File: src/rtl/sm83_int_dispatch_pkg.sv
// sm83_int_pkg: shared types and defaults for the SM83 interrupt front end.
// Contents:
//   int_stage_e    - dispatch sequencer states (encoding is visible on the stage output)
//   N_IRQ_DEF      - default number of interrupt sources
//   VEC_BASE_DEF   - default restart vector of source 0
//   VEC_STRIDE_DEF - default vector spacing between sources
//   prio_idx()     - index of the lowest set bit (bit 0 = highest priority)
package sm83_int_pkg;

  typedef enum logic [2:0] {
    ST_IDLE    = 3'd0,
    ST_W1      = 3'd1,
    ST_W2      = 3'd2,
    ST_PUSH_HI = 3'd3,
    ST_PUSH_LO = 3'd4,
    ST_JUMP    = 3'd5
  } int_stage_e;

  localparam int          N_IRQ_DEF      = 5;
  localparam logic [7:0]  VEC_BASE_DEF   = 8'h40;
  localparam int          VEC_STRIDE_DEF = 8;

  // Lowest set bit wins. The result is 0 when req is empty, so callers must
  // qualify it with |req.
  function automatic logic [2:0] prio_idx(input logic [7:0] req);
    logic [2:0] idx;
    idx = 3'd0;
    for (int i = 7; i >= 0; i--) begin
      if (req[i]) idx = 3'(i);
    end
    return idx;
  endfunction

endpackage

File: src/rtl/sm83_int_dispatch_if.sv
// sm83_int_dispatch_if: bundle between the SM83 core and its interrupt front end.
// Signal protocol: there is no valid/ready pair. mcycle_en is a one-clk strobe
// marking the end of an M-cycle. instr_boundary, ei, di and reti only have
// meaning in a clk where mcycle_en is high. irq_req, if_we and if_wdata act on
// every clk. ack is a one-clk pulse that is only ever high together with
// mcycle_en.
// Modports:
//   master - core side: drives the requests, register writes and strobes.
//   slave  - interrupt front end: drives pending/ime/wake/dispatch status.
interface sm83_int_dispatch_if
  import sm83_int_pkg::*;
#(
  parameter int N_IRQ = N_IRQ_DEF
);
  logic             mcycle_en;
  logic             instr_boundary;
  logic [N_IRQ-1:0] irq_req;
  logic [N_IRQ-1:0] ie;
  logic             if_we;
  logic [N_IRQ-1:0] if_wdata;
  logic             ei;
  logic             di;
  logic             reti;
  logic [N_IRQ-1:0] pending;
  logic             ime;
  logic             wake;
  logic             dispatch_active;
  logic [2:0]       stage;
  logic [7:0]       vector;
  logic [N_IRQ-1:0] ack;

  modport master (
    output mcycle_en, instr_boundary, irq_req, ie, if_we, if_wdata, ei, di, reti,
    input  pending, ime, wake, dispatch_active, stage, vector, ack
  );

  modport slave (
    input  mcycle_en, instr_boundary, irq_req, ie, if_we, if_wdata, ei, di, reti,
    output pending, ime, wake, dispatch_active, stage, vector, ack
  );
endinterface

File: src/rtl/sm83_int_dispatch_ime.sv
// sm83_int_ime: interrupt master enable with the delayed-EI behaviour.
// Ports:
//   clk, reset      - core clock, synchronous active-high reset
//   mcycle_en       - end-of-M-cycle strobe; nothing changes without it
//   instr_boundary  - the ending M-cycle is the last one of an instruction
//   ei, di, reti    - instruction strobes, qualified by mcycle_en
//   dispatch_start  - the sequencer is entering W1 in this clk
//   ime             - master enable
module sm83_int_ime (
  input  logic clk,
  input  logic reset,
  input  logic mcycle_en,
  input  logic instr_boundary,
  input  logic ei,
  input  logic di,
  input  logic reti,
  input  logic dispatch_start,
  output logic ime
);
  // EI delay: loaded with 2 by EI and decremented at each later instruction
  // boundary. IME turns on when it reaches zero, which is at the end of the
  // instruction that follows EI.
  logic [1:0] ei_cnt;

  always_ff @(posedge clk) begin
    if (reset) begin
      ime    <= 1'b0;
      ei_cnt <= 2'd0;
    end else if (mcycle_en) begin
      if (dispatch_start || di) begin
        // Dispatch entry and DI both win over any armed EI.
        ime    <= 1'b0;
        ei_cnt <= 2'd0;
      end else if (reti) begin
        ime    <= 1'b1;
        ei_cnt <= 2'd0;
      end else if (ei) begin
        // EI while already enabled has no effect.
        if (!ime) ei_cnt <= 2'd2;
      end else if (instr_boundary && (ei_cnt != 2'd0)) begin
        ei_cnt <= ei_cnt - 2'd1;
        if (ei_cnt == 2'd1) ime <= 1'b1;
      end
    end
  end
endmodule

File: src/rtl/sm83_int_dispatch.sv
// sm83_int_dispatch: SM83 interrupt front end. It holds the IF pending bits and
// the master enable, and runs the 5-M-cycle dispatch sequencer.
// Ports:
//   clk, reset - core clock, synchronous active-high reset
//   bus        - sm83_int_dispatch_if.slave:
//     inputs  mcycle_en, instr_boundary, irq_req, ie, if_we, if_wdata, ei, di, reti
//     outputs pending (IF), ime, wake (any enabled pending, ignores ime),
//             dispatch_active, stage (sequencer state), vector (restart
//             address, valid in JUMP), ack (one-hot IF clear pulse)
// N_IRQ must be 8 or less; prio_idx works on 8 bits.
module sm83_int_dispatch
  import sm83_int_pkg::*;
#(
  parameter int         N_IRQ      = N_IRQ_DEF,
  parameter logic [7:0] VEC_BASE   = VEC_BASE_DEF,
  parameter int         VEC_STRIDE = VEC_STRIDE_DEF
) (
  input logic              clk,
  input logic              reset,
  sm83_int_dispatch_if.slave bus
);
  localparam logic [2:0] S_IDLE    = ST_IDLE;
  localparam logic [2:0] S_W1      = ST_W1;
  localparam logic [2:0] S_W2      = ST_W2;
  localparam logic [2:0] S_PUSH_HI = ST_PUSH_HI;
  localparam logic [2:0] S_PUSH_LO = ST_PUSH_LO;
  localparam logic [2:0] S_JUMP    = ST_JUMP;

  logic [2:0]       stage_q;
  logic [2:0]       stage_d;
  logic [N_IRQ-1:0] pending_q;
  logic [N_IRQ-1:0] masked;
  logic [N_IRQ-1:0] ack_d;
  logic [7:0]       vector_q;
  logic [7:0]       vector_calc;
  logic [2:0]       idx;
  logic             any_req;
  logic             pick;
  logic             dispatch_start;
  logic             ime_q;

  assign masked  = pending_q & bus.ie;
  assign any_req = |masked;
  assign idx     = prio_idx(8'(masked));

  // The serviced source is chosen at the PUSH_HI -> PUSH_LO edge. Gating with
  // reset keeps a reset in that clk from clearing an IF bit.
  assign pick = bus.mcycle_en && (stage_q == S_PUSH_HI) && !reset;

  assign dispatch_start = bus.mcycle_en && bus.instr_boundary && ime_q &&
                          any_req && (stage_q == S_IDLE) && !reset;

  assign vector_calc = VEC_BASE + 8'(int'(idx) * VEC_STRIDE);

  always_comb begin
    ack_d = '0;
    for (int i = 0; i < N_IRQ; i++) begin
      ack_d[i] = pick && any_req && (idx == 3'(i));
    end
  end

  always_comb begin
    stage_d = stage_q;
    if (bus.mcycle_en) begin
      case (stage_q)
        S_IDLE:    if (dispatch_start) stage_d = S_W1;
        S_W1:      stage_d = S_W2;
        S_W2:      stage_d = S_PUSH_HI;
        S_PUSH_HI: stage_d = S_PUSH_LO;
        S_PUSH_LO: stage_d = S_JUMP;
        S_JUMP:    stage_d = S_IDLE;
        default:   stage_d = S_IDLE;
      endcase
    end
  end

  always_ff @(posedge clk) begin
    if (reset) begin
      stage_q <= S_IDLE;
    end else begin
      stage_q <= stage_d;
    end
  end

  // A request in the same clk as an ack or a write of its bit wins.
  always_ff @(posedge clk) begin
    if (reset) begin
      pending_q <= '0;
    end else begin
      pending_q <= ((bus.if_we ? bus.if_wdata : pending_q) & ~ack_d) | bus.irq_req;
    end
  end

  // When the dispatch is cancelled (nothing enabled and pending at the pick
  // edge) the vector is 8'h00. The dispatch still runs to the end.
  always_ff @(posedge clk) begin
    if (reset) begin
      vector_q <= 8'h00;
    end else if (pick) begin
      vector_q <= any_req ? vector_calc : 8'h00;
    end
  end

  sm83_int_ime u_ime (
    .clk            (clk),
    .reset          (reset),
    .mcycle_en      (bus.mcycle_en),
    .instr_boundary (bus.instr_boundary),
    .ei             (bus.ei),
    .di             (bus.di),
    .reti           (bus.reti),
    .dispatch_start (dispatch_start),
    .ime            (ime_q)
  );

  assign bus.pending         = pending_q;
  assign bus.ime             = ime_q;
  assign bus.wake            = any_req;
  assign bus.dispatch_active = (stage_q != S_IDLE);
  assign bus.stage           = stage_q;
  assign bus.vector          = vector_q;
  assign bus.ack             = ack_d;
endmodule

File: src/flat_wrapper.sv
// flat-port wrapper written by rule: the top's interface ports become plain ports
module sm83_int_dispatch_flat import sm83_int_pkg::*;
#(
  parameter int         N_IRQ      = N_IRQ_DEF,
  parameter logic [7:0] VEC_BASE   = VEC_BASE_DEF,
  parameter int         VEC_STRIDE = VEC_STRIDE_DEF
)
  (clk, reset, bus_mcycle_en, bus_instr_boundary, bus_irq_req, bus_ie, bus_if_we, bus_if_wdata, bus_ei, bus_di, bus_reti, bus_pending, bus_ime, bus_wake, bus_dispatch_active, bus_stage, bus_vector, bus_ack);
  sm83_int_dispatch_if #(.N_IRQ(N_IRQ)) bus_i ();
  input logic clk;
  input logic reset;
  input wire logic [$bits(bus_i.mcycle_en)-1:0] bus_mcycle_en;
  input wire logic [$bits(bus_i.instr_boundary)-1:0] bus_instr_boundary;
  input wire logic [$bits(bus_i.irq_req)-1:0] bus_irq_req;
  input wire logic [$bits(bus_i.ie)-1:0] bus_ie;
  input wire logic [$bits(bus_i.if_we)-1:0] bus_if_we;
  input wire logic [$bits(bus_i.if_wdata)-1:0] bus_if_wdata;
  input wire logic [$bits(bus_i.ei)-1:0] bus_ei;
  input wire logic [$bits(bus_i.di)-1:0] bus_di;
  input wire logic [$bits(bus_i.reti)-1:0] bus_reti;
  output wire logic [$bits(bus_i.pending)-1:0] bus_pending;
  output wire logic [$bits(bus_i.ime)-1:0] bus_ime;
  output wire logic [$bits(bus_i.wake)-1:0] bus_wake;
  output wire logic [$bits(bus_i.dispatch_active)-1:0] bus_dispatch_active;
  output wire logic [$bits(bus_i.stage)-1:0] bus_stage;
  output wire logic [$bits(bus_i.vector)-1:0] bus_vector;
  output wire logic [$bits(bus_i.ack)-1:0] bus_ack;
  assign bus_i.mcycle_en = bus_mcycle_en;
  assign bus_i.instr_boundary = bus_instr_boundary;
  assign bus_i.irq_req = bus_irq_req;
  assign bus_i.ie = bus_ie;
  assign bus_i.if_we = bus_if_we;
  assign bus_i.if_wdata = bus_if_wdata;
  assign bus_i.ei = bus_ei;
  assign bus_i.di = bus_di;
  assign bus_i.reti = bus_reti;
  assign bus_pending = bus_i.pending;
  assign bus_ime = bus_i.ime;
  assign bus_wake = bus_i.wake;
  assign bus_dispatch_active = bus_i.dispatch_active;
  assign bus_stage = bus_i.stage;
  assign bus_vector = bus_i.vector;
  assign bus_ack = bus_i.ack;
  sm83_int_dispatch #(.N_IRQ(N_IRQ), .VEC_BASE(VEC_BASE), .VEC_STRIDE(VEC_STRIDE)) u_core (.clk(clk), .reset(reset), .bus(bus_i));
endmodule
File: config.mk
export PLATFORM = sky130hd
export DESIGN_NAME = sm83_int_dispatch_flat
export DESIGN_NICKNAME = d
export VERILOG_FILES = /design/src/rtl/sm83_int_dispatch_pkg.sv /design/src/rtl/sm83_int_dispatch_if.sv /design/src/rtl/sm83_int_dispatch_ime.sv /design/src/rtl/sm83_int_dispatch.sv /design/src/flat_wrapper.sv
export SDC_FILE = /design/constraint.sdc
export NUM_CORES = 1
export LEC_CHECK = 0
export CELL_PAD_IN_SITES_DETAIL_PLACEMENT = 0
export CELL_PAD_IN_SITES_GLOBAL_PLACEMENT = 2
export CORE_MARGIN = 10
export CORE_UTILIZATION = 21
export DETAILED_ROUTE_END_ITERATION = 8
export MAX_ROUTING_LAYER = met4
export PLACE_DENSITY = 0.83
export SYNTH_ARGS = -nofsm -noshare
export SYNTH_HDL_FRONTEND = slang
export SYNTH_SLANG_ARGS = --single-unit
File: constraint.sdc
create_clock -name clk -period 2.18 [get_ports clk]
set_input_delay 0.654 -clock clk [delete_from_list [all_inputs] [get_ports clk]]
set_output_delay 0.654 -clock clk [all_outputs]
set_load 0.01 [all_outputs]
==> results of run 1 <==
## sequential cells by signal, indices dropped and copies added, names as in the netlist
register and count:
u_core.u_ime.ei_cnt 2, u_core.bus.stage 3, u_core.u_ime.ime 1, u_core.bus.vector 4, u_core.bus.pending 5
## through the flow
step                      util [%]  area (sq um)  setup WS (ns)
after floorplan                  -           937         0.0466
after global placement        36.3          1570         -0.769
after detailed placement      36.3          1570         -0.793
after CTS                     38.0          1640       0.000959
after global routing          38.0          1650      -0.000679
final                         38.0          1650         0.0310
## worst max-delay path, delay by kind of cell
kind / cells / cell delay [ns]
buf+inv: 3 / 0.65
simple gates: 1 / 0.19
## synthesized netlist by cell type (2+ instances only)
cell / count / area [sq um]
o21ai_1: 2 / 10.0
inv_1: 4 / 15.0
nand4b_1: 2 / 17.5
buf_4: 4 / 30.0
nand3_1: 6 / 30.0
nand2_1: 9 / 33.8
dfxtp_1: 15 / 300
a211o_1: 2 / 17.5
a31oi_1: 2 / 12.5
a21oi_1: 6 / 30.0
and2_1: 2 / 12.5
o21ai_0: 4 / 20.0
nor2_1: 13 / 48.8
a41oi_1: 2 / 17.5
clkbuf_1: 4 / 15.0
nand4_1: 2 / 12.5
ha_1: 2 / 25.0
o31ai_1: 2 / 15.0
o21a_1: 3 / 22.5
nor3_1: 4 / 20.0
mux2i_1: 5 / 50.1
nor4_1: 2 / 12.5
## layer usage
metal / share of wire, % / up-vias / global-route usage, %
met5: 0 / - / -
met4: 1.6 / 0 / 3.09
met3: 7.2 / 7 / 2.44
met2: 50 / 44 / 16.8
met1: 41 / 525 / 8.99
li1: - / 555 / -
## logic make-up after synthesis
logic type | count (synthesis) | synth area share (%)
adders and majority gates | 2 | 2.70
AOI/OAI and AO/OA | 29 | 21.8
other | 1 | 0.405
xor gates and xnor gates | 1 | 0.946
muxes | 5 | 5.41
DFF | 15 | 32.4
buffers and inverters | 14 | 7.43
and+or+nand+nor | 49 | 28.9
## repair_timing
action	in CTS	in global routing
endpoints found under the hold margin	0	0
pin swaps	9	10
gates resized for setup	49	13
buffers inserted	3	0
endpoints found under the setup margin	7	7
## cell type report
class / count / area [sq um]
clock buffers: 3 / 41.3
clock inverters: 1 / 5.00
fillers: 452 / 2680
inverters: 5 / 18.8
multi-input cells: 90 / 624
flip-flops and latches: 15 / 300
well taps: 52 / 65.1
repair buffers: 71 / 591
## final timing paths
path                     startpoint                      to  slack, ns  cells after the start
min            u_core.bus.vector[3]    u_core.bus.vector[3]       0.46                      2
min reg2reg    u_core.bus.vector[3]    u_core.bus.vector[3]       0.46                      2
max                           reset              bus_ack[0]       0.03                      4
max reg2reg  u_core.u_ime.ei_cnt[0]  u_core.u_ime.ei_cnt[0]       0.11                      6
## power by group through the flow
stage	registers, uW	clock network [uW]	logic (uW)
after global routing	296	252	203
final	294	228	187
after CTS	293	239	186
after detailed placement	299	0	177
after global placement	299	0	174
after floorplan	302	0	66.0
==> flow_summary.yaml, run 1 <==
run_status:
  status: "complete, no violations"
detailed_routing:
  vias_per_cell: 4.77
  num_vias: 1131
  drtIter0Drc: 29
  wl_per_cell_um: 14.6
  drt-total-wl_um: 3460
  dr.pass1.iters: 4
  drtAntennaViolNets: 0
  remaining_drc_errors: 0
timing:
  post-route-min-period_ns: 2.15
  final-setup-viol-count: 0
  skew_ns: 0.000861
  period_share_pct: 98.6
  fin_tns_setup_ns: 0
  hold_viol: 0
  maxSlewViolCount: 0
  max_freq_mhz: 465
  timing.hold.ws_ns: 0.459
power_and_ir_drop:
  p_comb_share_pct: 26.4
  switching_share_pct: 27.2
  clkPwrFrac_pct: 32.2
  powerDensity_mw_per_mm2: 431
  switchingPower_uw: 193
  cellLeakagePower_uw: 0.000713
  finalPower_uw: 710
  internal-power_uw: 516
  peakVddDrop_v: 0.000176
  power_frac_seq_pct: 41.5
global_route:
  antenna_found_initial: 0
  grt_pass1_vias: 1186
  gr-total-overflow: 0
  grt_start_max_net_pins: 10
  grt_pass1_wl_um: 5520
  grt_usage_pct: 9.13
placement:
  portBuffers: 42
  dp_hpwl_um: 2910
  gp_congestion: 0.901
  dp_cells: 230
clocking:
  cts_buffers: 3
  cts_tree: "yes"
  clk_latency_ns: 0.25
  cts_buffer_depth: 2
  cts.reportedPaths.clkPinSlew_ns: 0.06
  postCtsHoldBufs: 0
  clock-sinks: 15
  htree_levels: 1
  ctsRootBufferMaster: "clkbuf_8"
synth:
  netlist_instances: 116
  synth_area_per_cell_sq_um: 7.98
  async_flop_share_pct: 0
  synth_seq_cells: 15
  synth_edf_count: 0
  synth.yosys.seq_area_share_pct: 32.4
  syn_area_sq_um: 926
  ys_types: 41
  synth_warnings: 0
  ys.flop_type: "dfxtp_1"
worst_setup_path:
  cp_max_fo: 6
  cp_slowest_stage_delay_ns: 0.30
  setup.worst_path.end_class: "output pin"
  path_cells: "dlygate4sd2_1 > buf_4 > nor3_1 > buf_2"
  path_class: "input port to output pin"
  crit_arrival_ns: 1.49
  start_kind: "input port"
  critPathSlowestCell: "dlygate4sd2_1"
  required_ns: 1.53
hold_path:
  hold_class: "register to register"
floorplan:
  num_rows: 24
  dieWidth_um: 86.4
  io_pins: 47
  die_y_um: 86.4
  die_area_sq_mm: 0.00746
  initial_utilization_pct: 21.4
  core_area_sq_mm: 0.00432
run:
  maxCapViolCount: 0
finish:
  final_layout_size_suffix_gt1_share_pct: 32.4
  fin_nets: 211
  layout_commonest_cell: "buf_4"
  fin_cells: 237
  area_growth_pct: 77.7
  final_cell_mix: "29 x buf_4, 26 x clkdlybuf4s50_1, 15 x dfxtp_1, 11 x nor2_1"
  num_antenna_cells: 0
(Power assumes the default switching activity.)
==> run 2: changes to the inputs <==
- CORE_UTILIZATION: 21 -> 29
- DONT_BUFFER_PORTS: default -> 1
- PLACE_DENSITY: 0.83 -> 0.77
- clock period: 2.18 -> 1.8 ns (I/O delays scaled with it)
==> flow_summary.yaml, run 2 (synthesis results as in run 1) <==
run_status:
  status: "finished, violations left"
  failed_checks: "negative setup slack"
detailed_routing:
  remaining_drc_errors: 0
  vias_per_cell: 5.17
  drtAntennaViolNets: 0
  drtIter0Drc: 26
  dr.pass1.iters: 4
  num_vias: 925
  drt-total-wl_um: 3140
  wl_per_cell_um: 17.5
finish:
  fin_nets: 161
  fillers: 341
  fin_util_pct: 40.4
  final_cell_mix: "21 x buf_4, 10 x nor2_1, 8 x nand2_1, 7 x dfxtp_1, 7 x dfxtp_2"
  multi_input_area_sq_um: 662
  final_cell_area_sq_mm: 0.00123
  fin_cells: 179
  largest_register_ffs: 5
  register_area_sq_um: 313
  num_antenna_cells: 0
  layout_commonest_cell: "buf_4"
  area_growth_pct: 33.1
  final_layout_size_suffix_gt1_share_pct: 40.0
placement:
  dp_hpwl_um: 2470
  postPlaceCellArea_sq_mm: 0.00109
  portBuffers: 0
  gp_congestion: 0.699
  dp_cells: 172
timing:
  post-route-min-period_ns: 1.81
  hold_viol: 0
  period_share_pct: 101
  final-setup-viol-count: 2
  max_freq_mhz: 551
  skew_ns: 0.00840
  rsz0062_at_grt: "yes"
  layout_setup_ws_ns: -0.0135
  maxSlewViolCount: 0
global_route:
  gr-total-overflow: 0
  grt_start_max_net_pins: 18
  antenna_found_initial: 0
  grt_pass1_wl_um: 5170
  grt_pass1_vias: 1027
  grt_usage_pct: 10.9
clocking:
  cts.reportedPaths.clkPinSlew_ns: 0.10
  cts_buffers: 3
  clk_latency_ns: 0.30
  ctsRootBufferMaster: "clkbuf_4"
  cts_tree: "yes"
  clock-sinks: 15
  cts_buffer_depth: 2
  htree_levels: 1
floorplan:
  io_pins: 47
  core_area_sq_mm: 0.00305
  initial_utilization_pct: 30.3
  die_y_um: 76.5
  die_area_sq_mm: 0.00585
  num_rows: 20
  dieWidth_um: 76.5
power_and_ir_drop:
  cellLeakagePower_uw: 0.000473
  power_frac_seq_pct: 51.2
  clkPwrFrac_pct: 29.7
  switchingPower_uw: 205
  powerDensity_mw_per_mm2: 568
  switching_share_pct: 29.3
  p_comb_share_pct: 19.1
  internal-power_uw: 495
  peakVddDrop_v: 0.000254
run:
  maxCapViolCount: 0
worst_setup_path:
  r2r_slack_ns: -0.01
  path_class: "register to output pin"
  reg2reg_depth: 6
  cp_max_fo: 4
  start_kind: "register"
  timing.rr.start: "u_core.u_ime.ei_cnt[0]"
  setup.worst_path.end_class: "output pin"
  worstReg2RegEnd: "u_core.u_ime.ei_cnt[0]"
  required_ns: 1.26
  crit_arrival_ns: 1.27
hold_path:
  hold_class: "input port to register"
  hold_end: "u_core.bus.stage[2]"
  hold_path_depth: 1
  min_from: "reset"
run 2: cell types whose count changed in the layout (fill, tap and decap cells not counted), sizes merged:
cell,previous run,this run
buf,38,21
clkbuf,5,4
clkdlybuf4s50,26,0
dlymetal6s2s,2,0
clkinv,2,1
dlygate4sd2,3,0
run 2: what timing repair did:
item                       in CTS  in global routing
hold buffers                    0                  0
pin swaps                       2                  5
setup buffers                   1                  2
setup endpoints to repair       7                  9
resized for setup              22                  8
run 2: area by class of cell:
type | instances | area share [%]
flip-flops and latches | 15 | 25.4
multi-input cells | 90 | 53.7
repair buffers | 21 | 12.8
well taps | 44 | 4.47
clock buffers | 4 | 2.13
inverters | 5 | 1.52
run 2: critical path, cell delays in order (launching register included):
cell,delay [ns]
dfxtp_2,0.34
nand4b_1,0.28
nor4_2,0.19
buf_4,0.17
run 2: metal layers:
layer / track usage [%] / vias up / share of wire [%]
li1: - / 453 / -
met1: 11.6 / 434 / 41
met2: 17.8 / 34 / 48
met3: 5.31 / 4 / 9.7
met4: 2.79 / 0 / 0.99
met5: - / - / 0
run 2: worst max path at each step:
stage,from,endpoint,slack [ns],cells after the start
5_1_grt,u_core.bus.stage[2],bus_ack[1],-0.07,3
3_5_place_dp,u_core.u_ime.ei_cnt[1],u_core.u_ime.ei_cnt[0],-0.05,6
3_3_place_gp,bus_ie[2],bus_wake,0.02,2
2_1_floorplan,bus_mcycle_en,bus_ack[3],-0.01,4
6_report,u_core.bus.stage[2],bus_ack[1],-0.01,3
4_1_cts,u_core.bus.stage[2],bus_ack[3],-0.01,3
run 2: through the flow:
stage	power (uW)	hold slack [ns]	worst slack [ns]	setup TNS, ns
2_1_floorplan	448	0.476	-0.0107	-0.0214
3_3_place_gp	469	0.471	0.0211	0
3_5_place_dp	472	0.486	-0.0466	-0.0466
4_1_cts	697	0.288	-0.0111	-0.0331
5_1_grt	734	0.286	-0.0690	-0.330
6_report	700	0.296	-0.0135	-0.0200
run 2: power groups by stage:
stage / Clock (uW) / Combinational (uW) / Sequential (uW)
2_1_floorplan: 0 / 81.6 / 366
4_1_cts: 218 / 121 / 358
5_1_grt: 228 / 146 / 360
6_report: 208 / 133 / 358
3_5_place_dp: 0 / 107 / 364
3_3_place_gp: 0 / 105 / 364
==> run 3: changes to the inputs <==
- ABC_CLOCK_PERIOD_IN_PS: default -> 1800
- PLACE_DENSITY: 0.77 -> 0.75
==> flow_summary.yaml, run 3 (synthesis results as in run 1) <==
power_and_ir_drop:
  power_frac_seq_pct: 52.7
  switching_share_pct: 28.0
  powerDensity_mw_per_mm2: 550
  cellLeakagePower_uw: 0.000475
  p_comb_share_pct: 18.4
  switchingPower_uw: 191
  peakVddDrop_v: 0.000376
  internal-power_uw: 490
  clkPwrFrac_pct: 28.9
floorplan:
  dieWidth_um: 76.5
  io_pins: 47
  die_y_um: 76.5
  num_rows: 20
  die_area_sq_mm: 0.00585
  initial_utilization_pct: 30.3
  core_area_sq_mm: 0.00305
finish:
  fin_util_pct: 40.5
  layout_commonest_cell: "buf_4"
  fin_nets: 161
  fin_cells: 179
  num_antenna_cells: 0
  final_cell_mix: "21 x buf_4, 10 x nor2_1, 8 x nand2_1, 8 x dfxtp_2, 6 x dfxtp_1"
  largest_register_ffs: 5
  area_growth_pct: 33.6
  final_layout_size_suffix_gt1_share_pct: 41.5
  fillers: 339
run:
  maxCapViolCount: 0
run_status:
  status: "finished, violations left"
  failed_checks: "negative setup slack"
worst_setup_path:
  required_ns: 1.26
  start_kind: "register"
  path_class: "register to output pin"
  crit_arrival_ns: 1.27
  cp_max_fo: 5
  setup.worst_path.end_class: "output pin"
global_route:
  antenna_found_initial: 0
  gr-total-overflow: 0
  grt_start_max_net_pins: 18
  grt_pass1_wl_um: 4860
  grt_usage_pct: 10.4
  grt_pass1_vias: 940
timing:
  rsz0062_at_grt: "yes"
  period_share_pct: 100
  final-setup-viol-count: 1
  max_freq_mhz: 554
  hold_viol: 0
  timing.hold.ws_ns: 0.310
  layout_setup_ws_ns: -0.00527
  skew_ns: 0.00371
  post-route-min-period_ns: 1.81
  maxSlewViolCount: 0
detailed_routing:
  vias_per_cell: 5.15
  num_vias: 921
  drtAntennaViolNets: 0
  remaining_drc_errors: 0
  drtIter0Drc: 35
  wl_per_cell_um: 16.8
  dr.pass1.iters: 5
  drt-total-wl_um: 3000
clocking:
  cts.reportedPaths.clkPinSlew_ns: 0.09
  htree_levels: 1
  ctsRootBufferMaster: "clkbuf_4"
  clock-sinks: 15
  cts_buffers: 3
  cts_tree: "yes"
  clk_latency_ns: 0.28
  postCtsHoldBufs: 0
  cts_buffer_depth: 2
placement:
  post-place-ws_ns: -0.0281
  gp_congestion: 0.739
  portBuffers: 0
  dp_cells: 172
  dp_hpwl_um: 2450
hold_path:
  hold_class: "input port to register"
==> run 3: cell count changes in the layout (fill, tap and decap cells not counted) <==
cell	before	now
dfxtp_1	7	6
o31ai_2	0	1
nand3_1	3	4
dfxtp_2	7	8
o31ai_1	2	1
nand3_2	2	1
or4b_1	1	0
or4b_4	0	1
==> run 3: layout make-up <==
| type | instances | area [sq um] | share of cell area, % |
|---|---|---|---|
| multi-input cells | 90 | 666 | 53.8 |
| inverters | 5 | 18.8 | 1.52 |
| flip-flops and latches | 15 | 314 | 25.4 |
| clock buffers | 4 | 26.3 | 2.12 |
| repair buffers | 21 | 158 | 12.7 |
| well taps | 44 | 55.1 | 4.45 |
==> run 3: worst max-delay path, stage by stage, from the launching register on <==
cell and delay, ns:
dfxtp_4 0.38, a22oi_2 0.25, nand3_4 0.17, nor2_4 0.18
==> run 3: routing by layer <==
layer  up-vias  GRT usage (%)  share of wire (%)  wire (um)
met3         2           5.19                 11        321
met1       427           11.7                 42       1270
met5         -              -                  0          0
met4         0           1.67               0.50         15
met2        34           16.4                 46       1390
li1        458              -                  -          -
==> run 3: what timing repair did <==
action	4_1_cts	5_1_grt
endpoints found under the hold margin	0	0
pin swaps	8	2
resized for setup	22	10
setup buffers	1	2
setup endpoints to repair	7	8
==> run 3: metrics by stage <==
stage	power, uW	instance area [sq um]	TNS [ns]
detailed placement	471	1090	-0.0281
global placement	470	1090	0
floorplan	448	952	-0.0214
finish	680	1240	-0.00527
CTS	688	1190	-0.0172
global route	727	1240	-0.543
==> run 3: power groups by stage <==
stage	Combinational, uW	Sequential, uW	Clock (uW)
detailed placement	107	364	0
global placement	106	364	0
global route	139	360	228
finish	125	358	197
floorplan	81.6	366	0
CTS	119	358	210
==> run 3: path summary, 6_finish.rpt <==
check,cells past startpoint,slack [ns],start,to
worst max-delay path,3,-0.005,u_core.bus.pending[0],bus_ack[3]
worst min-delay path,1,0.31,reset,u_core.bus.pending[1]
worst max register to register,6,0,u_core.u_ime.ei_cnt[0],u_core.u_ime.ei_cnt[0]
worst min register to register,2,0.51,u_core.bus.vector[3],u_core.bus.vector[3]
